### src/rtl/arb_6to1_rr_32b_pkg.sv
// Shared types and helpers for the 6-requester round-robin output arbiter.
package arb_6to1_rr_32b_pkg;

  localparam int unsigned ARB_N_REQ = 6;
  localparam int unsigned ARB_SEL_W = 3;
  localparam int unsigned ARB_SIZE  = 32;

  typedef logic [ARB_SEL_W-1:0] arb_sel_t;

  typedef enum logic {
    ST_FREE   = 1'b0,
    ST_LOCKED = 1'b1
  } arb_state_e;

  // One registered output beat.
  typedef struct packed {
    logic                last;
    arb_sel_t            src;
    logic [ARB_SIZE-1:0] data;
  } arb_beat_t;

  // Wrapping increment over the requester indices 0..ARB_N_REQ-1.
  function automatic arb_sel_t rr_next(input arb_sel_t idx);
    return (idx >= arb_sel_t'(ARB_N_REQ - 1)) ? arb_sel_t'(0) : idx + arb_sel_t'(1);
  endfunction

endpackage

### src/rtl/arb_6to1_rr_32b_mux.sv
// 6:1 data mux for the arbiter data path; unused select codes yield zero.
module mux_6to1_32b
  import arb_6to1_rr_32b_pkg::*;
#(
  parameter int unsigned SIZE = ARB_SIZE
) (
  input  logic [ARB_SEL_W-1:0] select,
  input  logic [SIZE-1:0]      data0,
  input  logic [SIZE-1:0]      data1,
  input  logic [SIZE-1:0]      data2,
  input  logic [SIZE-1:0]      data3,
  input  logic [SIZE-1:0]      data4,
  input  logic [SIZE-1:0]      data5,
  output logic [SIZE-1:0]      dout_c
);

  always_comb begin
    dout_c = '0;
    case (select)
      3'd0:    dout_c = data0;
      3'd1:    dout_c = data1;
      3'd2:    dout_c = data2;
      3'd3:    dout_c = data3;
      3'd4:    dout_c = data4;
      3'd5:    dout_c = data5;
      default: dout_c = '0;
    endcase
  end

endmodule

### src/rtl/arb_6to1_rr_32b.sv
// Round-robin 6:1 arbiter with packet lock and a single registered output stage
// for a shared 32-bit CGRA output channel.
module arb_6to1_rr_32b
  import arb_6to1_rr_32b_pkg::*;
(
  input  logic                 CGRA_Clock,
  input  logic                 CGRA_Reset_n,
  input  logic                 CGRA_Enable,
  input  logic [ARB_N_REQ-1:0] in_valid,
  input  logic [ARB_N_REQ-1:0] in_last,
  input  logic [ARB_SIZE-1:0]  in_data0,
  input  logic [ARB_SIZE-1:0]  in_data1,
  input  logic [ARB_SIZE-1:0]  in_data2,
  input  logic [ARB_SIZE-1:0]  in_data3,
  input  logic [ARB_SIZE-1:0]  in_data4,
  input  logic [ARB_SIZE-1:0]  in_data5,
  output logic [ARB_N_REQ-1:0] in_ready,
  output logic                 out_valid,
  input  logic                 out_ready,
  output logic [ARB_SIZE-1:0]  out_data,
  output logic                 out_last,
  output logic [ARB_SEL_W-1:0] out_src
);

  localparam int unsigned SIZE  = ARB_SIZE;
  localparam int unsigned N_REQ = ARB_N_REQ;

  arb_state_e           state_q, state_d;
  arb_sel_t             ptr_q, ptr_d;
  arb_sel_t             gsel_q, gsel_d;
  logic                 out_valid_q, out_valid_d;
  arb_beat_t            beat_q, beat_d;

  logic [N_REQ-1:0]     rot_c;
  arb_sel_t             scan_off_c;
  logic                 scan_hit_c;
  arb_sel_t             scan_idx_c;
  arb_sel_t             cand_c;
  logic                 cand_vld_c;
  logic                 can_load_c;
  logic                 accept_c;
  logic [SIZE-1:0]      mux_data_c;

  // Rotate in_valid so that bit 0 corresponds to the current priority pointer.
  always_comb begin
    logic [3:0] rot_idx;
    rot_c   = '0;
    rot_idx = '0;
    for (int j = 0; j < int'(N_REQ); j++) begin
      rot_idx = 4'(ptr_q) + 4'(j);
      if (rot_idx >= 4'(N_REQ)) rot_idx = rot_idx - 4'(N_REQ);
      rot_c[j] = in_valid[rot_idx[2:0]];
    end
  end

  // Fixed-priority pick on the rotated vector, then map back to an absolute index.
  always_comb begin
    logic [3:0] abs_idx;
    scan_hit_c = 1'b0;
    scan_off_c = '0;
    for (int j = int'(N_REQ) - 1; j >= 0; j--) begin
      if (rot_c[j]) begin
        scan_hit_c = 1'b1;
        scan_off_c = arb_sel_t'(j);
      end
    end
    abs_idx = 4'(ptr_q) + 4'(scan_off_c);
    if (abs_idx >= 4'(N_REQ)) abs_idx = abs_idx - 4'(N_REQ);
    scan_idx_c = abs_idx[2:0];
  end

  // A locked packet keeps its requester even when other ports are waiting.
  always_comb begin
    cand_c     = scan_idx_c;
    cand_vld_c = scan_hit_c;
    if (state_q == ST_LOCKED) begin
      cand_c     = gsel_q;
      cand_vld_c = in_valid[gsel_q];
    end
  end

  assign can_load_c = CGRA_Reset_n & CGRA_Enable & (~out_valid_q | out_ready);
  assign accept_c   = can_load_c & cand_vld_c;

  always_comb begin
    in_ready = '0;
    for (int i = 0; i < int'(N_REQ); i++) begin
      in_ready[i] = accept_c & (cand_c == arb_sel_t'(i));
    end
  end

  mux_6to1_32b #(
    .SIZE (SIZE)
  ) u_mux (
    .select (cand_c),
    .data0  (in_data0),
    .data1  (in_data1),
    .data2  (in_data2),
    .data3  (in_data3),
    .data4  (in_data4),
    .data5  (in_data5),
    .dout_c (mux_data_c)
  );

  // Next state: lock on non-last beats, advance the pointer past the winner on last.
  always_comb begin
    state_d     = state_q;
    ptr_d       = ptr_q;
    gsel_d      = gsel_q;
    out_valid_d = out_valid_q;
    beat_d      = beat_q;
    if (accept_c) begin
      out_valid_d = 1'b1;
      beat_d      = '{last: in_last[cand_c], src: cand_c, data: mux_data_c};
      if (in_last[cand_c]) begin
        state_d = ST_FREE;
        ptr_d   = rr_next(cand_c);
      end else begin
        state_d = ST_LOCKED;
        gsel_d  = cand_c;
      end
    end else if (out_valid_q && out_ready) begin
      out_valid_d = 1'b0;
    end
  end

  always_ff @(posedge CGRA_Clock or negedge CGRA_Reset_n) begin
    if (!CGRA_Reset_n) begin
      state_q     <= ST_FREE;
      ptr_q       <= '0;
      gsel_q      <= '0;
      out_valid_q <= 1'b0;
      beat_q      <= '0;
    end else begin
      state_q     <= state_d;
      ptr_q       <= ptr_d;
      gsel_q      <= gsel_d;
      out_valid_q <= out_valid_d;
      beat_q      <= beat_d;
    end
  end

  assign out_valid = out_valid_q;
  assign out_data  = beat_q.data;
  assign out_last  = beat_q.last;
  assign out_src   = beat_q.src;

endmodule

### config.mk
export PLATFORM = sky130hd
export DESIGN_NAME = arb_6to1_rr_32b
export DESIGN_NICKNAME = d
export VERILOG_FILES = /design/src/rtl/arb_6to1_rr_32b_pkg.sv /design/src/rtl/arb_6to1_rr_32b_mux.sv /design/src/rtl/arb_6to1_rr_32b.sv
export SDC_FILE = /design/constraint.sdc
export NUM_CORES = 1
export LEC_CHECK = 0
export BUFFER_PORTS_ARGS = -buffer_cell sky130_fd_sc_hd__buf_2
export CAP_MARGIN = 20
export CORE_MARGIN = 5
export CORE_UTILIZATION = 46
export DETAILED_ROUTE_END_ITERATION = 7
export PLACE_DENSITY = 0.82
export SLEW_MARGIN = 10
export SYNTH_ARGS = -nofsm -noshare
export SYNTH_HDL_FRONTEND = slang
export SYNTH_HIERARCHICAL = 1
export SYNTH_SLANG_ARGS = --single-unit
### constraint.sdc
create_clock -name CGRA_Clock -period 7.5 [get_ports CGRA_Clock]
set_input_delay 1.5 -clock CGRA_Clock [delete_from_list [all_inputs] [get_ports CGRA_Clock]]
set_output_delay 1.5 -clock CGRA_Clock [all_outputs]
set_load 0.01 [all_outputs]
# ---- After elaboration in Yosys (flattened, before gate mapping)
# Cells that the tools add are included.
dict set report classes {
  n_bitwise 12
  n_lt_le_gt_ge 16
  add_sub_neg 14
  n_reduce_logical 5
  mux 42
  eq_ne 5
}
# operator n
set op_table {}
lappend op_table {{$pmux 32 s6} 1}
lappend op_table {{$mux 3} 15}
lappend op_table {{$lt 3x4->1 const B} 8}
lappend op_table {{$bmux 1 s3} 8}
lappend op_table {{$ge 4x3->1 const B} 6}
lappend op_table {{$sub 3x3->3 const B} 7}
lappend op_table {{$mux 1} 18}
lappend op_table {{$and 1x1->1} 9}
lappend op_table {{$add 3x2->4 const B} 2}
lappend op_table {{$add 3x3->4 const B} 2}
lappend op_table {{$eq 3x2->1 const B} 2}
lappend op_table {{$eq 3x3->1 const B} 2}
lappend op_table {{$ge 3x3->1 const B} 2}
lappend op_table {{$add 3x1->4 const B} 1}
lappend op_table {{$add 3x3->4} 1}
lappend op_table {{$reduce_and 2->1} 2}
lappend op_table {{$add 3x1->3 const B} 1}
lappend op_table {{$eq 3x1->1 const B} 1}
lappend op_table {{$logic_not 3->1} 1}
lappend op_table {{$not 1->1} 2}
lappend op_table {{$reduce_bool 2->1} 1}
lappend op_table {{$logic_and 1x1->1} 1}
lappend op_table {{$or 1x1->1} 1}
dict set report totals {
  in_bits 208
  out_inout_bits 43
  word_cells 101
  regBits 44
}

# ---- Depth between registers and ports, before layout
# Gate-level depths: netlist (run 1).
dict set report depth {
  ltp_word 19
  depth_mapped 23
  mapped_depth_nobuf 19
}

# ---- Hierarchy
# The synthesis (run 1) kept the hierarchy.
# mod instances cells_each area_per_inst_um2 seq_area_each_um2
set by_module_without_submodules {}
lappend by_module_without_submodules {arb_6to1_rr_32b 1 239 2857.7 1101.1}
lappend by_module_without_submodules {mux_6to1_32b 1 220 1786.7 0.0}

# ---- Worst setup path before layout (run 1)
# Ideal clock, no wire load.
dict set report synth_timing {
  kind {input to output}
  start {in in_valid[0]}
  end {out in_ready[3]}
  cell_stages 15
  required_time_ps 6000
  t_arrival_ps 4504
  n_path_buf 0
  slack_ps 1496
  path_cell_list {mux2_2 > a21o_1 > and3_1 > o21ai_0 > a21o_1 > a21boi_0 > ha_1 > fa_1 > xor2_1 > nor4bb_1 > o31ai_1 > inv_1 > ha_1 > ha_1 > and2_1}
}
dict set report synth_via {
  elab_chain_cells 14
  elab_cells_between_ends 35
  classes_between {2 x add/sub; 1 x order compare; 1 x eq/ne; 29 x mux; 2 x bitwise}
}
# element line_no
set synth_rtl {}
lappend synth_rtl {{from (decl)} arb_6to1_rr_32b.sv:9} ;# input logic [ARB_N_REQ-1:0] in_valid,
lappend synth_rtl {{$bmux 1 s3} arb_6to1_rr_32b.sv:52} ;# rot_c[j] = in_valid[rot_idx[2:0]];
lappend synth_rtl {{$mux 1 (not written as such)} arb_6to1_rr_32b.sv:52}
lappend synth_rtl {{$mux 3 (5 in series)} arb_6to1_rr_32b.sv:62} ;# if (rot_c[j]) begin
lappend synth_rtl {{$mux 3 *} arb_6to1_rr_32b.sv:62}
lappend synth_rtl {{$add 3x3->4 *} arb_6to1_rr_32b.sv:67} ;# abs_idx = 4'(ptr_q) + 4'(scan_off_c);
lappend synth_rtl {{$ge 4x3->1 or $sub 3x3->3 (tied branches)} arb_6to1_rr_32b.sv:68} ;# if (abs_idx >= 4'(N_REQ)) abs_idx = abs_idx - 4'(N_REQ);
lappend synth_rtl {{$mux 3 *} arb_6to1_rr_32b.sv:68}
lappend synth_rtl {{$mux 3 *} arb_6to1_rr_32b.sv:76} ;# if (state_q == ST_LOCKED) begin
lappend synth_rtl {{named net cand_c[1]} arb_6to1_rr_32b.sv:38} ;# arb_sel_t cand_c;
lappend synth_rtl {{$eq 3x2->1 *} arb_6to1_rr_32b.sv:88} ;# in_ready[i] = accept_c & (cand_c == arb_sel_t'(i));
lappend synth_rtl {{$and 1x1->1 *} arb_6to1_rr_32b.sv:88}
lappend synth_rtl {{to (decl)} arb_6to1_rr_32b.sv:17} ;# output logic [ARB_N_REQ-1:0] in_ready,
# Mark *: on every way through the listed nets, which the timed path passes. The rest lies on a longest branch. The select of a mux whose other input is x is not followed.

# ---- Worst setup path in the final report (run 1)
dict set report layout_timing {
  start {reg ptr_q[0]}
  end {out in_ready[3]}
}
dict set report layout_via {
  elab_chain_cells 17
  elab_cells_between_ends 56
  classes_between {13 x add/sub; 7 x order compare; 1 x eq/ne; 33 x mux; 2 x bitwise}
}
# element line_no
set layout_rtl {}
lappend layout_rtl {{from (decl)} arb_6to1_rr_32b.sv:29} ;# arb_sel_t ptr_q, ptr_d;
lappend layout_rtl {{from (signal assigned)} arb_6to1_rr_32b.sv:136} ;# ptr_q <= ptr_d;
lappend layout_rtl {{$add 3x3->4} arb_6to1_rr_32b.sv:50} ;# rot_idx = 4'(ptr_q) + 4'(j);
lappend layout_rtl {{$ge 4x3->1 or $sub 3x3->3 (tied branches)} arb_6to1_rr_32b.sv:51} ;# if (rot_idx >= 4'(N_REQ)) rot_idx = rot_idx - 4'(N_REQ);
lappend layout_rtl {{$mux 3} arb_6to1_rr_32b.sv:51}
lappend layout_rtl {{$bmux 1 s3} arb_6to1_rr_32b.sv:52}
lappend layout_rtl {{$mux 1 (not written as such)} arb_6to1_rr_32b.sv:52}
lappend layout_rtl {{$mux 3 (6 in series)} arb_6to1_rr_32b.sv:62}
lappend layout_rtl {{$add 3x3->4 *} arb_6to1_rr_32b.sv:67}
lappend layout_rtl {{$ge 4x3->1 or $sub 3x3->3 (tied branches)} arb_6to1_rr_32b.sv:68}
lappend layout_rtl {{$mux 3 *} arb_6to1_rr_32b.sv:68}
lappend layout_rtl {{$mux 3 *} arb_6to1_rr_32b.sv:76}
lappend layout_rtl {{named net cand_c[1]} arb_6to1_rr_32b.sv:38}
lappend layout_rtl {{$eq 3x2->1 *} arb_6to1_rr_32b.sv:88}
lappend layout_rtl {{$and 1x1->1 *} arb_6to1_rr_32b.sv:88}
# Marked as above.

==> metrics.md, run 1 <==
| Metric | Value |
|---|---|
| Vias in the first global route | 4536 |
| Req. time, crit path | 6000 ps |
| Die Ht | 110 um |
| Max cap viols | 0 |
| Post-DP HPWL | 12200 um |
| Port buffer count | 250 |
| Htree depth | 2 |
| Fin util | 60.6% |
| Hold Path Class | flop to flop |
| Total track usage | 24.1% |
| Clk root buf | clkbuf_8 |
| Placed instance area | 5810 um^2 |
| DP Worst Slack | 1020 ps |
| DRT antenna net count | 0 |
| Worst slew pin tran | 765 ps |
| First-pass GRT wire length | 24200 um |
| Pin count of the biggest net entering global routing | 71 |
| Hold-fix buffers, CTS | 0 |
| WP data arrival | 5270 ps |
| Layout Nets | 909 |
| Clock Skews | 6.36 ps |
| CP Max Fanout | 20 |
| Area grow syn2layout | 28.1% |
| Cells on Worst Hold Path | 1 |
| Die area | 12200 um^2 |
| Synth warnings | 6 |
| Wirelength per Cell | 19.0 um |
| Fillcell total | 858 |
| Setup TNS | 0 ps |
| Netlist cell types | 60 |
| Mux share of post-synthesis cell area | 31.5% |
| Syn Inst Count | 459 |
| CTS buffer count | 5 |
| Grt ovf | 0 |
| Min Tclk post-route | 6770 ps |
| Register-to-Register Path Depth | 19 |
| CTS clock-pin slew for the worst setup and hold paths | 80 ps |
| Top achievable clock speed | 148 MHz |
| Adder-cell share of the synthesized area | 4.74% |
| Final hold vios | 0 |
| Worst skew pair latency | 290 ps |
| Worst r2r dst | out_data[17]$_DFFE_PN0P_ |
| Area of the multi-input gates | 3200 um^2 |
| Post-CTS Setup Inserts | 0 |
| Outcome | finished, final reports clean |
| Rows | 36 |
| RSZ-0062 raised after global routing | false |
| Kind of start point of the critical path | flop |
| Top FF cell, synth | dfrtp_1 |
| Initial Util | 47.3% |
| Number of flops mapped to enable cells by yosys | 0 |
| GPL Wtd Cong | 0.957 |
| Cell area after layout | 5950 um^2 |
| 1st-iter DRT viols | 294 |
| Total I/O pin count | 251 |
| Largest family of logic cells by synthesized area | multiplexers |
| Final Max Tran Viols | 0 |
| Inserted Diodes | 0 |
| CTS tree | done |
| Layout cell share with drive strength beyond 1 | 51.5% |
| CORE AREA | 9820 um^2 |
| Flop2flop setup slack | 1500 ps |
| Initial antenna violation count | 0 |
| Hold path startpoint | out_data[7]$_DFFE_PN0P_ |
| Clock buffer depth | 2 |
| Number of remaining DRC errors | 0 |
| CP Capture Type | primary output |
| Vias | 4560 |
| Worst flop-to-flop path startpoint | ptr_q[0]$_DFFE_PN0P_ |
| Relative slew slack | 49.0% |
| FF+latch count, synth | 44 |
| Synth Area in Compound Gates | 19.4% |
| Syn nets | 684 |
| CTS resizes | 0 |
| Avg Inst Size Synth | 10.1 um^2 |
| # setup viols final | 0 |
| Simple-gate share of the synthesized area | 12.4% |
| DIE WIDTH | 110 um |
| Fraction of registers with async set/reset | 100% |
| Post-synthesis sequential area ratio | 23.7% |
| Storage cell area | 1100 um^2 |
| TritonRoute pass-1 iters | 5 |
| Critical path class | flop to primary output |
| WHS Endpoint | out_data[7]$_DFFE_PN0P_ |
| CTS sink count | 44 |
| Fin crit share | 90.3% |
| Vias per inst | 5.57 |
| Final WL | 15600 um |
| Synth Cell Area | 4640 um^2 |
| XOR/XNOR share of the synthesized area | 0.754% |
| Setup ws final | 726 ps |
## critical path, cell delays in order, from the launching register on
cell and delay (ps):
dfrtp_1 810, inv_1 150, ha_1 260, nor2b_1 140, or4_1 450, and3_1 200
o31ai_2 400, a21o_1 120, a21boi_0 80, ha_1 230, fa_1 400, xor2_1 280
nor4bb_1 100, o31ai_1 570, inv_2 110, ha_1 230, ha_1 170, and2_1 140
buf_2 140
## registers in the layout (all words and copies together) (netlist names)
register   flops
gsel_q         3
out_data      32
out_last       1
out_src        3
out_valid      1
ptr_q          3
state_q        1
## per-stage QoR
stage / hold WS (ps) / std cells
final: 506 / 818
after global routing: 522 / 818
after CTS: 513 / 817
after detailed placement: 486 / 809
after global placement: 487 / 809
after floorplan: 505 / 459
## synthesized netlist by cell type (all sizes together) (2+ instances only)
cell type	instances	area (um^2)
o21ai	5	25.0
a221oi	2	23.8
a21oi	21	116
and3	7	43.8
buf	31	265
nor3	2	15.0
o31ai	3	27.5
o21a	20	150
nand2b	4	25.0
nand4b	2	17.5
inv	14	52.6
nor2b	3	18.8
clkbuf	7	30.0
xor2	2	17.5
a21o	3	22.5
mux4	2	52.6
a21boi	3	22.5
xnor2	2	17.5
o22ai	14	87.6
o211ai	4	30.0
dfrtp	44	1100
ha	16	200
o221ai	19	210
a31oi	2	12.5
mux2	68	890
mux2i	52	521
nand2	28	105
nor3b	13	120
nand3	24	120
a22oi	12	90.1
or2	3	18.8
nor2	10	37.5
a211oi	2	15.0
a21bo	3	30.0
## how the worst max path moves through the flow
stage / startpoint / endpoint / slack (ps) / depth (start not counted)
after floorplan: in_valid[0] / in_ready[3] / 1500 / 15
after global placement: in_valid[0] / in_ready[5] / 1170 / 15
after detailed placement: in_valid[4] / in_ready[3] / 1020 / 17
after CTS: ptr_q[0]$_DFFE_PN0P_ / in_ready[3] / 780 / 18
after global routing: ptr_q[0]$_DFFE_PN0P_ / in_ready[3] / 430 / 18
final: ptr_q[0]$_DFFE_PN0P_ / in_ready[3] / 730 / 18
## cells by family (layout without fill, tap and decap cells)
group,Yosys count,count (layout)
AO/OA/AOI/OAI,117,117
XOR/XNOR,4,4
adder cells (fa/ha/maj),17,17
buffers and inverters,52,278
flip-flops,44,44
multiplexers,122,122
AND/OR/NAND/NOR,103,103
## layer usage
layer / global-route usage [%] / part of all wire [%] / up-vias
met1: 29.9 / 41 / 2133
met2: 41.7 / 50 / 207
met4: 7.72 / 3.1 / 0
met5: 0 / 0 / -
met3: 4.87 / 6.8 / 32
li1: - / - / 2188
## cells in the final DEF (no fill, tap or decap), types with 2 or more instances in the layout
cell type	count
buf_2	250
mux2i_1	52
dfrtp_1	44
mux2_2	35
mux2_4	33
nand2_1	27
nand3_1	24
a21oi_1	20
o21a_1	20
ha_1	16
o22ai_1	14
inv_1	12
a22oi_1	12
o221ai_1	12
nor3b_1	11
nor2_1	10
and3_1	7
o221ai_2	7
clkbuf_8	6
o21ai_0	5
buf_4	5
nand2b_1	4
o211ai_1	4
nor2b_1	3
a21boi_0	3
a21bo_2	3
a21o_1	3
xor2_1	2
o31ai_1	2
or2_2	2
xnor2_1	2
a211oi_1	2
a31oi_1	2
nand4b_1	2
nor3b_4	2
mux4_1	2
## area by class of cell
| class | count | area share [%] |
|---|---|---|
| Timing Repair Buffer | 256 | 22.0 |
| Sequential cell | 44 | 18.5 |
| Clock buffer | 6 | 1.39 |
| Tap cell | 133 | 2.80 |
| Multi-Input combinational cell | 363 | 53.7 |
| Clock inverter | 2 | 0.652 |
| Inverter | 14 | 0.925 |
Power of run 1 is left out: the tool's default activity adds up to more than one toggle a clock period on the data nets, which glitch-free logic cannot reach.
==> run 2: changes to the inputs <==
--- a/config.mk
+++ b/config.mk
@@ -8,9 +8,10 @@
 export BUFFER_PORTS_ARGS = -buffer_cell sky130_fd_sc_hd__buf_2
 export CAP_MARGIN = 20
 export CORE_MARGIN = 5
-export CORE_UTILIZATION = 46
+export CORE_UTILIZATION = 47
+export CTS_BUF_LIST = sky130_fd_sc_hd__clkbuf_4
 export DETAILED_ROUTE_END_ITERATION = 7
-export PLACE_DENSITY = 0.82
+export PLACE_DENSITY = 0.84
 export SLEW_MARGIN = 10
 export SYNTH_ARGS = -nofsm -noshare
 export SYNTH_HDL_FRONTEND = slang
==> run 2 against run 1 <==
Sequential cell count stayed put. Maximum frequency hardly changed. Core utilization is 0.48 points higher. Count of clock-buffer cells in the layout is 1 lower. Wire length is 1.2% higher. Via count is 1.4% higher. Cell count is 0.24% higher. Critical path depth stayed put. Highest routed layer is now met5.
==> metrics.md, run 2 (synthesized netlist as in run 1, its figures left out) <==
| Metric | Value |
|---|---|
| # setup viols final | 0 |
| Most frequent cells in the layout | buf_2, mux2i_1, dfrtp_1, mux2_2, mux2_4 |
| Relative slew slack | 48.4% |
| Top achievable clock speed | 148 MHz |
| Total track usage | 24.6% |
| GPL Wtd Cong | 0.928 |
| Req. time, crit path | 6000 ps |
| Hold Path Class | flop to flop |
| Setup ws final | 722 ps |
| Vias per inst | 5.64 |
| First-pass GRT wire length | 23300 um |
| Clock Skews | 10.1 ps |
| Worst slew pin tran | 753 ps |
| Die Ht | 109 um |
| Worst skew pair latency | 360 ps |
| Rows | 36 |
| TritonRoute pass-1 iters | 5 |
| DIE WIDTH | 109 um |
| Layout cell share with drive strength beyond 1 | 51.7% |
| Final hold vios | 0 |
| Register-to-Register Path Depth | 19 |
| Kind of start point of the critical path | flop |
| CTS sink count | 44 |
| WP data arrival | 5280 ps |
| DRT antenna net count | 0 |
| Post-CTS Setup Inserts | 0 |
| Clock buffer depth | 2 |
| Pin count of the biggest net entering global routing | 71 |
| Clk root buf | clkbuf_4 |
| Number of remaining DRC errors | 0 |
| Final WL | 15800 um |
| Total I/O pin count | 251 |
| Initial antenna violation count | 1 |
| CTS clock-pin slew for the worst setup and hold paths | 140 ps |
| CORE AREA | 9680 um^2 |
| Wirelength per Cell | 19.2 um |
| Vias in the first global route | 4671 |
| CP Capture Type | primary output |
| CP Max Fanout | 20 |
| Max cap viols | 0 |
| Post-DP HPWL | 12500 um |
| Commonest non-fill, non-tap cell in the layout | buf_2 |
| CTS resizes | 0 |
| Fin crit share | 90.4% |
| Cells on Worst Hold Path | 1 |
| Htree depth | 2 |
| Outcome | finished, final reports clean |
| Critical path class | flop to primary output |
| Max FFs per register | 32 |
| RSZ-0062 raised after global routing | false |
| Layout Nets | 911 |
| Vias | 4623 |
| Grt ovf | 0 |
| CTS tree | done |
| Initial Util | 48.0% |
| Min Tclk post-route | 6780 ps |
| 1st-iter DRT viols | 310 |
| Final Max Tran Viols | 0 |
| Die area | 12000 um^2 |
| Area grow syn2layout | 27.4% |
| CTS buffer count | 5 |
| Port buffer count | 250 |
| Setup TNS | 0 ps |
| Inserted Diodes | 0 |
| DP Worst Slack | 1050 ps |
| Hold-fix buffers, CTS | 0 |
[run 2: changes by cell type in the layout (fill, tap and decap cells not counted)]
cell | previous run | this run
buf_12 | 1 | 0
buf_4 | 5 | 8
clkbuf_4 | 0 | 5
clkbuf_8 | 6 | 0
clkinv_4 | 1 | 0
clkinvlp_4 | 0 | 1
inv_6 | 0 | 1
[run 2: worst paths after layout]
check / startpoint / end / slack (ps)
worst max-delay path: ptr_q[0]$_DFFE_PN0P_ / in_ready[3] / 720
worst min-delay path: out_data[7]$_DFFE_PN0P_ / out_data[7]$_DFFE_PN0P_ / 520
worst max register to register: ptr_q[0]$_DFFE_PN0P_ / out_data[14]$_DFFE_PN0P_ / 1300
worst min register to register: out_data[7]$_DFFE_PN0P_ / out_data[7]$_DFFE_PN0P_ / 520
max in group asynchronous: CGRA_Reset_n / ptr_q[1]$_DFFE_PN0P_ / 5890
min in group asynchronous: CGRA_Reset_n / out_data[1]$_DFFE_PN0P_ / 1220
[run 2: cell type report]
type / count / area, um^2
timing repair buffer: 258 / 1310
multi-input combinational: 363 / 3200
sequential: 44 / 1100
tap: 133 / 166
fill: 844 / 3770
clock buffer: 5 / 37.5
inverter: 14 / 55.1
clock inverter: 3 / 46.3
[run 2: critical path, cell delays in order, from the launching register on]
cell      delay [ps]
dfrtp_1          830
inv_1            160
ha_1             580
o211ai_1         250
a21o_1           200
and3_1           200
o21ai_0          180
a21o_1           130
a21boi_0          90
ha_1             230
fa_1             390
xor2_1           260
nor4bb_1         100
o31ai_1          530
inv_2            100
ha_1             230
ha_1             170
and2_1           150
buf_2            140
[run 2: metrics by stage]
stage / std cells / hold WS, ps / area (um^2) / utilization, %
after floorplan: 459 / 505 / 4640 / -
after global placement: 812 / 488 / 5830 / 60.2
after detailed placement: 812 / 487 / 5830 / 60.2
after CTS: 820 / 529 / 5920 / 61.1
after global routing: 820 / 540 / 5920 / 61.1
final: 820 / 522 / 5920 / 61.1
[run 2: routing by layer]
metal	routed length (um)	track usage [%]
met3	1230	4.46
met4	365	6.86
met1	6130	29.5
met5	19	0
met2	8030	44.9
Power of run 2 is left out for the same reason.
